File: src/rtl/ps2_pkg.sv
// Shared types and constants for the PS/2 keyboard port controller.
package ps2_pkg;

  typedef enum logic [2:0] {
    ST_IDLE         = 3'd0,
    ST_RX           = 3'd1,
    ST_TX_INHIBIT   = 3'd2,
    ST_TX_RTS       = 3'd3,
    ST_TX_BITS      = 3'd4,
    ST_TX_ACK       = 3'd5,
    ST_TX_WAIT_IDLE = 3'd6
  } ps2_state_e;

  localparam int unsigned FRAME_BITS = 11;
  localparam logic [3:0]  PARITY_IDX = 4'(FRAME_BITS - 2);
  localparam logic [3:0]  STOP_IDX   = 4'(FRAME_BITS - 1);

  localparam int unsigned STAT_RX_VALID   = 0;
  localparam int unsigned STAT_TX_BUSY    = 1;
  localparam int unsigned STAT_PARITY_ERR = 2;
  localparam int unsigned STAT_FRAME_ERR  = 3;
  localparam int unsigned STAT_ACK_ERR    = 4;
  localparam int unsigned STAT_TIMEOUT    = 5;
  localparam int unsigned STAT_OVERRUN    = 6;

  function automatic logic odd_parity(input logic [7:0] b);
    return ~(^b);
  endfunction

endpackage

File: src/rtl/ps2_port_controller_line_sync.sv
// PS/2 pin synchronisers, falling-edge detect on the clock line and the
// delayed sample/drive strobe that follows each falling edge.
module ps2_line_sync
  import ps2_pkg::*;
#(
  parameter int unsigned SAMPLE_DELAY = 8
) (
  input  logic clk_i,
  input  logic rst_ni,
  input  logic kb_clk_i,
  input  logic kb_data_i,
  output logic clk_s_o,
  output logic data_s_o,
  output logic fall_o,
  output logic strobe_o
);

  localparam int unsigned DLY_W = $clog2(SAMPLE_DELAY + 1);

  logic [1:0]       clk_sync_q;
  logic [1:0]       data_sync_q;
  logic             clk_prev_q;
  logic [DLY_W-1:0] dly_q;
  logic             strobe_q;

  assign clk_s_o  = clk_sync_q[1];
  assign data_s_o = data_sync_q[1];
  assign fall_o   = clk_prev_q & ~clk_sync_q[1];
  assign strobe_o = strobe_q;

  // Idle lines are high, so the synchronisers reset to 1 to avoid a false edge.
  always_ff @(posedge clk_i) begin
    if (!rst_ni) begin
      clk_sync_q  <= 2'b11;
      data_sync_q <= 2'b11;
      clk_prev_q  <= 1'b1;
      dly_q       <= '0;
      strobe_q    <= 1'b0;
    end else begin
      clk_sync_q  <= {clk_sync_q[0], kb_clk_i};
      data_sync_q <= {data_sync_q[0], kb_data_i};
      clk_prev_q  <= clk_sync_q[1];
      strobe_q    <= 1'b0;
      if (fall_o) begin
        dly_q <= DLY_W'(SAMPLE_DELAY);
      end else if (dly_q != '0) begin
        dly_q    <= dly_q - DLY_W'(1);
        strobe_q <= (dly_q == DLY_W'(1));
      end
    end
  end

endmodule

File: src/rtl/ps2_port_controller.sv
// Bidirectional PS/2 keyboard port: CPU data/status registers, device-to-host
// reception and host-to-device command transmission over open-collector lines.
module ps2_port_controller
  import ps2_pkg::*;
#(
  parameter int unsigned INHIBIT_CYCLES = 2048,
  parameter int unsigned SAMPLE_DELAY   = 8,
  parameter int unsigned TIMEOUT_CYCLES = 40000
) (
  input  logic       CLK,
  input  logic       RST,
  input  logic       SEL,
  input  logic       REG,
  input  logic       R,
  input  logic       W,
  input  logic [7:0] DIN,
  output logic [7:0] DOUT,
  output logic       DOE,
  input  logic       KB_CLK_IN,
  input  logic       KB_DATA_IN,
  output logic       KB_CLK_OE,
  output logic       KB_DATA_OE,
  output logic       IRQ
);

  localparam int unsigned CNT_MAX = (INHIBIT_CYCLES > TIMEOUT_CYCLES) ? INHIBIT_CYCLES : TIMEOUT_CYCLES;
  localparam int unsigned CNT_W   = $clog2(CNT_MAX + 1);

  ps2_state_e       state_q;
  logic [CNT_W-1:0] cnt_q;
  logic [3:0]       bit_cnt_q;
  logic [7:0]       shift_q, rx_data_q, tx_data_q;
  logic             rx_par_q;
  logic             rx_valid_q, tx_busy_q, parity_err_q, frame_err_q;
  logic             ack_err_q, timeout_q, overrun_q;
  logic             clk_oe_q, data_oe_q, irq_q;
  logic             rx_valid_d;

  logic             clk_s, data_s, fall_s, strobe_s;
  logic             rd_data_s, wr_data_s, wr_stat_s, to_hit_s, rx_good_s;
  logic [7:0]       status_s;

  ps2_line_sync #(.SAMPLE_DELAY(SAMPLE_DELAY)) u_sync (
    .clk_i    (CLK),
    .rst_ni   (RST),
    .kb_clk_i (KB_CLK_IN),
    .kb_data_i(KB_DATA_IN),
    .clk_s_o  (clk_s),
    .data_s_o (data_s),
    .fall_o   (fall_s),
    .strobe_o (strobe_s)
  );

  assign rd_data_s = SEL & ~R & ~REG;
  assign wr_data_s = SEL & ~W & ~REG;
  assign wr_stat_s = SEL & ~W & REG;
  assign to_hit_s  = ~fall_s & (cnt_q == CNT_W'(TIMEOUT_CYCLES - 1));
  assign rx_good_s = (state_q == ST_RX) & ~tx_busy_q & ~to_hit_s & strobe_s
                   & (bit_cnt_q == STOP_IDX) & data_s & (^{rx_par_q, shift_q});

  assign DOE        = SEL & ~R;
  assign KB_CLK_OE  = clk_oe_q;
  assign KB_DATA_OE = data_oe_q;
  assign IRQ        = irq_q;

  always_comb begin
    status_s                  = 8'h00;
    status_s[STAT_RX_VALID]   = rx_valid_q;
    status_s[STAT_TX_BUSY]    = tx_busy_q;
    status_s[STAT_PARITY_ERR] = parity_err_q;
    status_s[STAT_FRAME_ERR]  = frame_err_q;
    status_s[STAT_ACK_ERR]    = ack_err_q;
    status_s[STAT_TIMEOUT]    = timeout_q;
    status_s[STAT_OVERRUN]    = overrun_q;
    if (SEL && !R) begin
      DOUT = REG ? status_s : rx_data_q;
    end else begin
      DOUT = 8'h00;
    end
  end

  // A byte stored in the same cycle as a data read wins over the read's clear.
  always_comb begin
    if (rx_good_s) begin
      rx_valid_d = 1'b1;
    end else if (rd_data_s) begin
      rx_valid_d = 1'b0;
    end else begin
      rx_valid_d = rx_valid_q;
    end
  end

  always_ff @(posedge CLK) begin
    if (!RST) begin
      state_q      <= ST_IDLE;
      cnt_q        <= '0;
      bit_cnt_q    <= 4'd0;
      shift_q      <= 8'h00;
      rx_data_q    <= 8'h00;
      tx_data_q    <= 8'h00;
      rx_par_q     <= 1'b0;
      rx_valid_q   <= 1'b0;
      tx_busy_q    <= 1'b0;
      parity_err_q <= 1'b0;
      frame_err_q  <= 1'b0;
      ack_err_q    <= 1'b0;
      timeout_q    <= 1'b0;
      overrun_q    <= 1'b0;
      clk_oe_q     <= 1'b0;
      data_oe_q    <= 1'b0;
      irq_q        <= 1'b1;
    end else begin
      rx_valid_q <= rx_valid_d;
      irq_q      <= ~rx_valid_d;
      if (wr_stat_s) begin
        if (DIN[STAT_PARITY_ERR]) parity_err_q <= 1'b0;
        if (DIN[STAT_FRAME_ERR])  frame_err_q  <= 1'b0;
        if (DIN[STAT_ACK_ERR])    ack_err_q    <= 1'b0;
        if (DIN[STAT_TIMEOUT])    timeout_q    <= 1'b0;
        if (DIN[STAT_OVERRUN])    overrun_q    <= 1'b0;
      end
      if (wr_data_s && !tx_busy_q) begin
        tx_data_q <= DIN;
        tx_busy_q <= 1'b1;
      end
      if (rx_good_s) begin
        rx_data_q <= shift_q;
        if (rx_valid_q && !rd_data_s) overrun_q <= 1'b1;
      end

      case (state_q)
        ST_IDLE: begin
          cnt_q     <= '0;
          bit_cnt_q <= 4'd0;
          if (tx_busy_q) begin
            state_q  <= ST_TX_INHIBIT;
            clk_oe_q <= 1'b1;
          end else if (fall_s) begin
            state_q <= ST_RX;
          end
        end
        ST_RX: begin
          cnt_q <= fall_s ? '0 : cnt_q + CNT_W'(1);
          if (tx_busy_q) begin
            state_q  <= ST_TX_INHIBIT;
            clk_oe_q <= 1'b1;
            cnt_q    <= '0;
          end else if (to_hit_s) begin
            timeout_q <= 1'b1;
            state_q   <= ST_IDLE;
          end else if (strobe_s) begin
            bit_cnt_q <= bit_cnt_q + 4'd1;
            if (bit_cnt_q == 4'd0) begin
              if (data_s) begin
                frame_err_q <= 1'b1;
                state_q     <= ST_IDLE;
              end
            end else if (bit_cnt_q < PARITY_IDX) begin
              shift_q <= {data_s, shift_q[7:1]};
            end else if (bit_cnt_q == PARITY_IDX) begin
              rx_par_q <= data_s;
            end else begin
              if (!data_s) frame_err_q <= 1'b1;
              if (!(^{rx_par_q, shift_q})) parity_err_q <= 1'b1;
              state_q <= ST_IDLE;
            end
          end
        end
        ST_TX_INHIBIT: begin
          if (cnt_q == CNT_W'(INHIBIT_CYCLES - 1)) begin
            state_q   <= ST_TX_RTS;
            data_oe_q <= 1'b1;
          end else begin
            cnt_q <= cnt_q + CNT_W'(1);
          end
        end
        ST_TX_RTS: begin
          clk_oe_q  <= 1'b0;
          cnt_q     <= '0;
          bit_cnt_q <= 4'd0;
          state_q   <= ST_TX_BITS;
        end
        ST_TX_BITS, ST_TX_ACK: begin
          cnt_q <= fall_s ? '0 : cnt_q + CNT_W'(1);
          if (to_hit_s) begin
            timeout_q <= 1'b1;
            tx_busy_q <= 1'b0;
            clk_oe_q  <= 1'b0;
            data_oe_q <= 1'b0;
            state_q   <= ST_IDLE;
          end else if (strobe_s && state_q == ST_TX_ACK) begin
            ack_err_q <= data_s;
            state_q   <= ST_TX_WAIT_IDLE;
          end else if (strobe_s) begin
            bit_cnt_q <= bit_cnt_q + 4'd1;
            if (bit_cnt_q < 4'd8) begin
              data_oe_q <= ~tx_data_q[bit_cnt_q[2:0]];
            end else if (bit_cnt_q == 4'd8) begin
              data_oe_q <= ~odd_parity(tx_data_q);
            end else begin
              data_oe_q <= 1'b0;
              state_q   <= ST_TX_ACK;
            end
          end
        end
        ST_TX_WAIT_IDLE: begin
          if (clk_s && data_s) begin
            tx_busy_q <= 1'b0;
            state_q   <= ST_IDLE;
          end
        end
        default: begin
          clk_oe_q  <= 1'b0;
          data_oe_q <= 1'b0;
          state_q   <= ST_IDLE;
        end
      endcase
    end
  end

endmodule
File: config.mk
export PLATFORM = sky130hd
export DESIGN_NAME = ps2_port_controller
export DESIGN_NICKNAME = d
export VERILOG_FILES = /design/src/rtl/ps2_pkg.sv /design/src/rtl/ps2_port_controller_line_sync.sv /design/src/rtl/ps2_port_controller.sv
export SDC_FILE = /design/constraint.sdc
export NUM_CORES = 1
export LEC_CHECK = 0
export CAP_MARGIN = 40
export CORE_MARGIN = 10
export CORE_UTILIZATION = 52
export CTS_CLUSTER_SIZE = 28
export DETAILED_ROUTE_END_ITERATION = 12
export PLACE_DENSITY = 0.83
export SKIP_LAST_GASP = 1
export SYNTH_ARGS = -nofsm -noshare
export SYNTH_HDL_FRONTEND = slang
export SYNTH_SLANG_ARGS = --single-unit
File: constraint.sdc
create_clock -name CLK -period 2.05 [get_ports CLK]
set_input_delay 0.41 -clock CLK [delete_from_list [all_inputs] [get_ports CLK]]
set_output_delay 0.41 -clock CLK [all_outputs]
set_load 0.02 [all_outputs]
==> impl_results.md, run 1 <==
- Outcome: finished with violations
- Failing checks: setup timing
- Final antenna-violating net count: 0
- DP Worst Slack: -0.327 ns
- RSZ-0062 raised after global routing: true
- Core ar.: 6420 um^2
- Post-route setup slack: -0.209 ns
- Worst vdd ir: 0.579 mV
- CP cell instances: or4b_1 -> or4_4 -> o311ai_4 -> o32ai_2 -> nand4_1 -> mux2_2
- Max-slew violations: 0
- Worst Hold Class: flip-flop to flip-flop
- Clock Tree Buf Depth: 2
- Largest fanout on the critical path: 6
- Predominant post-synthesis flop cell: dfxtp_1
- Grt ovf: 0
- Worst Setup End Kind: flip-flop
- Fin. Hold Viols: 0
- Crit-path max cell delay: 0.51 ns
- Hold buffer count at cts: 0
- Netlist cell types: 54
- Worst Setup Path Type: flip-flop to flip-flop
- Setup crit start kind: flip-flop
- Area Overhead vs Synth: 29.0%
- WL per Instance: 16.0 um
- Slew at the pin closest to its max-slew limit: 0.739 ns
- Nets@finish: 505
- Slew HR: 50.3%
- CTS Buf Count: 9
- FMAX: 443 MHz
- Synth area leaders: dfxtp_1 (39%), mux2i_1 (7.7%), nor2_1 (5.6%)
- PwrDens: 816 nW/um^2
- Synth Cell Area: 3490 um^2
- Vias per cell: 5.65
- Row cnt: 29
- Crit path buffers/inverters: 0
- First-pass DRT Iterations: 5
- DRC: 0
- Synth area leader: dfxtp_1
- Arrival @ worst endpoint: 2.52 ns
- Die W: 102 um
- Post-synthesis async set-or-reset flop share: 0%
- YS warnings: 0
- Most common cell after layout, fill and taps aside: dfxtp_1
- CTS tree: done
- Non-filler instance count after layout: 564
- Synthesized area per cell: 8.59 um^2
- Worst EP required: 2.31 ns
- GPL Wtd Cong: 0.938
- Clock latency at the later pin of the worst-skew pair: 0.36 ns
- H-tree levels: 3
- Post-DP HPWL: 6.35 mm
- Clock Sink Count: 68
- Layout Skew: 0.00933 ns
- Vias in the first global route: 3,138
- Drt first-iter violations: 222
- Most frequent cells in the layout: dfxtp_1 (66), nor2_1 (51), buf_4 (50)
- # setup viols final: 31
- Inst Count DP: 545
- WL final: 9.01 mm
- Post-synth EDFFs: 0
- Cells after Synth: 407
- FF+latch count, synth: 68
- Die height: 102 um
- Aggregate global-route resource usage: 17.4%
- Proportion of netlist area held by the largest area contributor: 39.0%
- Worst path slowest cell: or4b_1
- LEAKAGE: 0.00192 uW
- # IOs: 28
- Seq/Total Area, Yosys: 39.0%
- Critical path's top delay family: simple AND/OR/NAND/NOR gates
- N_diodes: 0
- Die area: 10,400 um^2
- Initial antenna violation count: 0
- Starting Density: 54.4%
- Period utilisation layout: 110%
- Layout cells sized above 1: 21.8%
- Root Driver: clkbuf_8
- First-pass GRT wire length: 14.7 mm
- Period minus WS final: 2.26 ns
- MaxCap Viol Count: 0
- Input/output buffers: 27
- Total number of vias: 3,189
- Largest net degree at the start of global routing: 27
- Post-Syn Nets: 430
- Clock-pin slew on the worst setup and hold paths: 0.08 ns
- Reg-to-reg slack, setup: -0.21 ns
routing by layer:
layer  vias up  global-route usage (%)  wire, um
met5         -                       0         0
met3        22                    4.45       504
met2       105                    29.6      4430
met1      1501                    20.7      3860
met4         0                    6.83       204
li1       1561                       -         -
final timing paths:
path                                     end                            start  cells after the start
min          u_sync.clk_sync_q[1]$_SDFF_PN1_  u_sync.clk_sync_q[0]$_SDFF_PN1_                      1
min reg2reg  u_sync.clk_sync_q[1]$_SDFF_PN1_  u_sync.clk_sync_q[0]$_SDFF_PN1_                      1
max                bit_cnt_q[3]$_SDFFE_PN0P_            cnt_q[7]$_SDFFE_PN0P_                      6
max reg2reg        bit_cnt_q[3]$_SDFFE_PN0P_            cnt_q[7]$_SDFFE_PN0P_                      6
cells by family (layout without fill, tap and decap cells):
logic type / count (synthesis) / in the layout / synth area share [%]
AO/OA/AOI/OAI: 64 / 64 / 12.5
XOR/XNOR: 30 / 30 / 7.91
adder cells (fa/ha/maj): 7 / 7 / 2.51
buffers and inverters: 32 / 111 / 3.65
flip-flops: 68 / 68 / 39.0
multiplexers: 30 / 30 / 9.34
AND/OR/NAND/NOR: 176 / 177 / 25.1
state kept, by name, indices dropped and copies added, names as in the netlist, 3 cells and up:
| name | count |
|---|---|
| shift_q | 8 |
| state_q | 3 |
| cnt_q | 16 |
| u_sync.dly_q | 4 |
| rx_data_q | 8 |
| bit_cnt_q | 4 |
| tx_data_q | 8 |
report_power, final:
part	switching [uW]	internal [uW]
combinational	504	475
sequential	58.2	1390
clock	558	692
synth_stat cells, types with 2 or more instances:
cell / count
ha_1: 7
xor2_1: 10
and4_1: 2
nand4_1: 6
nand2b_1: 14
nor4bb_1: 3
o31ai_1: 2
and3_1: 4
a211oi_1: 4
inv_1: 14
nand3_1: 12
clkbuf_1: 17
nand3_2: 2
a22oi_1: 3
mux4_2: 2
nor2b_1: 10
or3_1: 3
o21ai_0: 12
a31o_2: 3
a21boi_0: 4
nor3_1: 10
a21o_1: 2
dfxtp_1: 68
mux2i_1: 27
nor4_1: 2
nand2_1: 46
o311a_1: 2
nor2_1: 52
a21oi_1: 20
xnor2_1: 19
a221oi_1: 2
cell type report:
| type | instances | area, um^2 |
|---|---|---|
| repair buffers | 81 | 672 |
| flip-flops and latches | 68 | 1360 |
| clock inverters | 7 | 100 |
| well taps | 77 | 96.3 |
| multi-input cells | 308 | 2100 |
| inverters | 14 | 52.6 |
| clock buffers | 9 | 124 |
| fillers | 475 | 1910 |
what timing repair did:
item,4_1_cts,5_1_grt
setup buffers,1,1
setup endpoints to repair,46,45
gates cloned,1,0
resized for setup,20,21
pin swaps,4,3
metrics by stage:
step | instance area, um^2 | util (%) | setup TNS (ns) | hold WS [ns] | total power (uW)
6_report | 4510 | 70.2 | -4.58 | 0.410 | 3680
2_1_floorplan | 3500 | - | -1.44 | 0.386 | 2060
3_5_place_dp | 4210 | 65.5 | -6.90 | 0.392 | 2380
5_1_grt | 4510 | 70.2 | -6.79 | 0.426 | 3830
3_3_place_gp | 4210 | 65.5 | -6.41 | 0.390 | 2340
4_1_cts | 4500 | 70.1 | -4.04 | 0.410 | 3670
worst register-to-register path, delay by kind of cell (launching register included):
kind | cells | cell delay (ns)
AO/OA/AOI/OAI | 2 | 0.39
flip-flops | 1 | 0.33
multiplexers | 1 | 0.33
AND/OR/NAND/NOR | 3 | 1.12
Power figures use the tool's default switching activity.
==> run 2, diff against run 1 <==
--- a/config.mk
+++ b/config.mk
@@ -12,6 +12,7 @@
 export DETAILED_ROUTE_END_ITERATION = 12
 export PLACE_DENSITY = 0.83
 export SKIP_LAST_GASP = 1
+export SLEW_MARGIN = 10
 export SYNTH_ARGS = -nofsm -noshare
 export SYNTH_HDL_FRONTEND = slang
 export SYNTH_SLANG_ARGS = --single-unit
==> results of run 2 <==
The final DEF is identical to that of run 1; final timing and power are the same.
==> run 3, diff against run 2 <==
--- a/config.mk
+++ b/config.mk
@@ -10,6 +10,7 @@
 export CORE_UTILIZATION = 52
 export CTS_CLUSTER_SIZE = 28
 export DETAILED_ROUTE_END_ITERATION = 12
+export MAX_ROUTING_LAYER = met4
 export PLACE_DENSITY = 0.83
 export SKIP_LAST_GASP = 1
 export SLEW_MARGIN = 10
==> impl_results.md, run 3 (synthesis results as in run 1) <==
- Nets@finish: 500 (-0.99%)
- RSZ-0062 raised after global routing: true
- Worst Setup End Kind: flip-flop
- Initial antenna violation count: 0 (unchanged)
- N_diodes: 0 (unchanged)
- Max FFs per register: 16 (unchanged)
- Layout cells sized above 1: 21.2% (-0.60 points)
- Drt first-iter violations: 394 (+77%)
- Crit path buffers/inverters: 1 (+1)
- Setup TNS: -3.03 ns (+1.56 ns)
- Most frequent cells in the layout: dfxtp_1 (67), nor2_1 (52), nand2_1 (46)
- Input/output buffers: 27 (unchanged)
- PwrDens: 811 nW/um^2 (-0.51%)
- Worst EP required: 2.27 ns (-0.04 ns)
- WL final: 9.09 mm (+0.92%)
- Grt met2 use: 28.6% (-0.99 points)
- DRC: 0 (unchanged)
- Slew HR: 47.9% (-2.4 points)
- Row cnt: 29 (unchanged)
- Worst Setup Path Type: flip-flop to flip-flop
- Slew at the pin closest to its max-slew limit: 0.774 ns (+0.0352 ns)
- Max-slew violations: 0 (unchanged)
- Worst vdd ir: 0.572 mV (-1.3%)
- Hold buffer count at cts: 0 (unchanged)
- Die height: 102 um (unchanged)
- Clock-pin slew on the worst setup and hold paths: 0.07 ns (about the same)
- Crit-path max cell delay: 0.52 ns (about the same)
- Grt ovf: 0 (unchanged)
- Vias per cell: 5.66 (+0.14%)
- Fin. Hold Viols: 0 (unchanged)
- CTS Buf Count: 9 (unchanged)
- MaxCap Viol Count: 0 (unchanged)
- FMAX: 443 MHz (+0.15%)
- Post-route setup slack: -0.206 ns (+0.00346 ns)
- Total number of vias: 3,165 (-0.75%)
- Most flops, register: cnt_q
- Most common cell after layout, fill and taps aside: dfxtp_1
- Fillers: 454 (-4.4%)
- Die area: 10,400 um^2 (unchanged)
- Critical path's top delay family: simple AND/OR/NAND/NOR gates
- Aggregate global-route resource usage: 18.2% (+0.77 points)
- Final Util: 70.3% (+0.12 points)
- Outcome: finished with violations
- Root Driver: clkbuf_8
- LEAKAGE: 0.00190 uW (-1.3%)
- Failing checks: setup timing
- Period minus WS final: 2.26 ns (-0.00346 ns)
- Clock Tree Buf Depth: 2 (unchanged)
- Clock latency at the later pin of the worst-skew pair: 0.36 ns (about the same)
- Setup crit start kind: flip-flop
- Period utilisation layout: 110% (-0.17 points)
- Worst Hold Class: flip-flop to flip-flop
- Layout Skew: 0.00577 ns (-0.00356 ns)
- Inst Count DP: 541 (-0.73%)
- CTS tree: done
- Core ar.: 6420 um^2 (unchanged)
- First-pass GRT wire length: 14.8 mm (+1.1%)
- # setup viols final: 30 (-3.2%)
- GRT busiest layer: met2
- Post-DP HPWL: 6.28 mm (-1.2%)
- M1 GR Usage: 22.4% (+1.7 points)
- Clock Sink Count: 68 (unchanged)
- Final antenna-violating net count: 0 (unchanged)
- CP cell instances: or4b_4 -> or4_4 -> o311ai_4 -> o32ai_2 -> buf_4 -> mux2i_1 -> nor2_1
- First-pass DRT Iterations: 5 (unchanged)
- Arrival @ worst endpoint: 2.47 ns (-0.05 ns)
- WL per Instance: 16.3 um (+1.8%)
- Area Overhead vs Synth: 29.3%
- Largest net degree at the start of global routing: 27 (unchanged)
- Vias in the first global route: 3,069 (-2.2%)
- Starting Density: 54.4% (unchanged)
- Die W: 102 um (unchanged)
- Worst path slowest cell: or4b_4
- Largest fanout on the critical path: 6 (unchanged)
- Non-filler instance count after layout: 559 (-0.89%)
- # IOs: 28 (unchanged)
- Met3 usage: 3.71% (-0.74 points)
- GPL Wtd Cong: 0.925 (-1.4%)
- H-tree levels: 3 (unchanged)
## run 3: changes by cell type in the layout (fill, tap and decap cells not counted), sizes merged
cell,change
clkinvlp,+1
clkbuf,+1
inv,-1
clkinv,-3
dlygate4sd2,-1
clkdlybuf4s15,+1
buf,-3
## run 3: worst register-to-register path: cells and delay by family, from the launching register on
family | cells | cell delay (ns)
buffers and inverters | 1 | 0.18
AND/OR/NAND/NOR | 3 | 1.07
AO/OA/AOI/OAI | 2 | 0.37
flip-flops | 1 | 0.32
multiplexers | 1 | 0.18
## run 3: final timing paths
| path | depth (start not counted) | slack (ns) | to | from |
|---|---|---|---|---|
| max | 7 | -0.21 | bit_cnt_q[1]$_SDFFE_PN0P_ | cnt_q[7]$_SDFFE_PN0P_ |
| min | 1 | 0.41 | u_sync.clk_sync_q[1]$_SDFF_PN1_ | u_sync.clk_sync_q[0]$_SDFF_PN1_ |
| max reg2reg | 7 | -0.21 | bit_cnt_q[1]$_SDFFE_PN0P_ | cnt_q[7]$_SDFFE_PN0P_ |
| min reg2reg | 1 | 0.41 | u_sync.clk_sync_q[1]$_SDFF_PN1_ | u_sync.clk_sync_q[0]$_SDFF_PN1_ |
## run 3: where the power goes
group	switching [uW]	internal [uW]
clock network	525	717
registers	57.9	1390
logic	516	458
total	1100	2570
## run 3: per-layer routing
metal / vias up / wire (um)
li1: 1546 / -
met1: 1495 / 4000
met2: 99 / 4530
met3: 25 / 364
met4: 0 / 194
met5: - / 0
## run 3: timing repair
action / CTS / global route
pin swaps: 4 / 6
setup endpoints to repair: 46 / 52
gates resized for setup: 32 / 21
gates cloned: 1 / 0
setup buffers: 1 / 0
## run 3: per-stage QoR
stage | hold slack, ns | total power, uW | setup WS [ns] | area, um^2
after floorplan | 0.386 | 2060 | -0.194 | 3500
after global placement | 0.389 | 2330 | -0.304 | 4180
after detailed placement | 0.400 | 2360 | -0.350 | 4180
after CTS | 0.416 | 3630 | -0.200 | 4510
after global routing | 0.436 | 3830 | -0.284 | 4520
final | 0.413 | 3660 | -0.206 | 4520
## run 3: layout make-up
type	count	area [um^2]	area share, %
timing repair buffer	76	639	14.2
tap	77	96.3	2.13
clock inverter	4	72.6	1.61
inverter	14	52.6	1.16
sequential	68	1360	30.2
multi-input combinational	308	2150	47.6
clock buffer	12	145	3.21
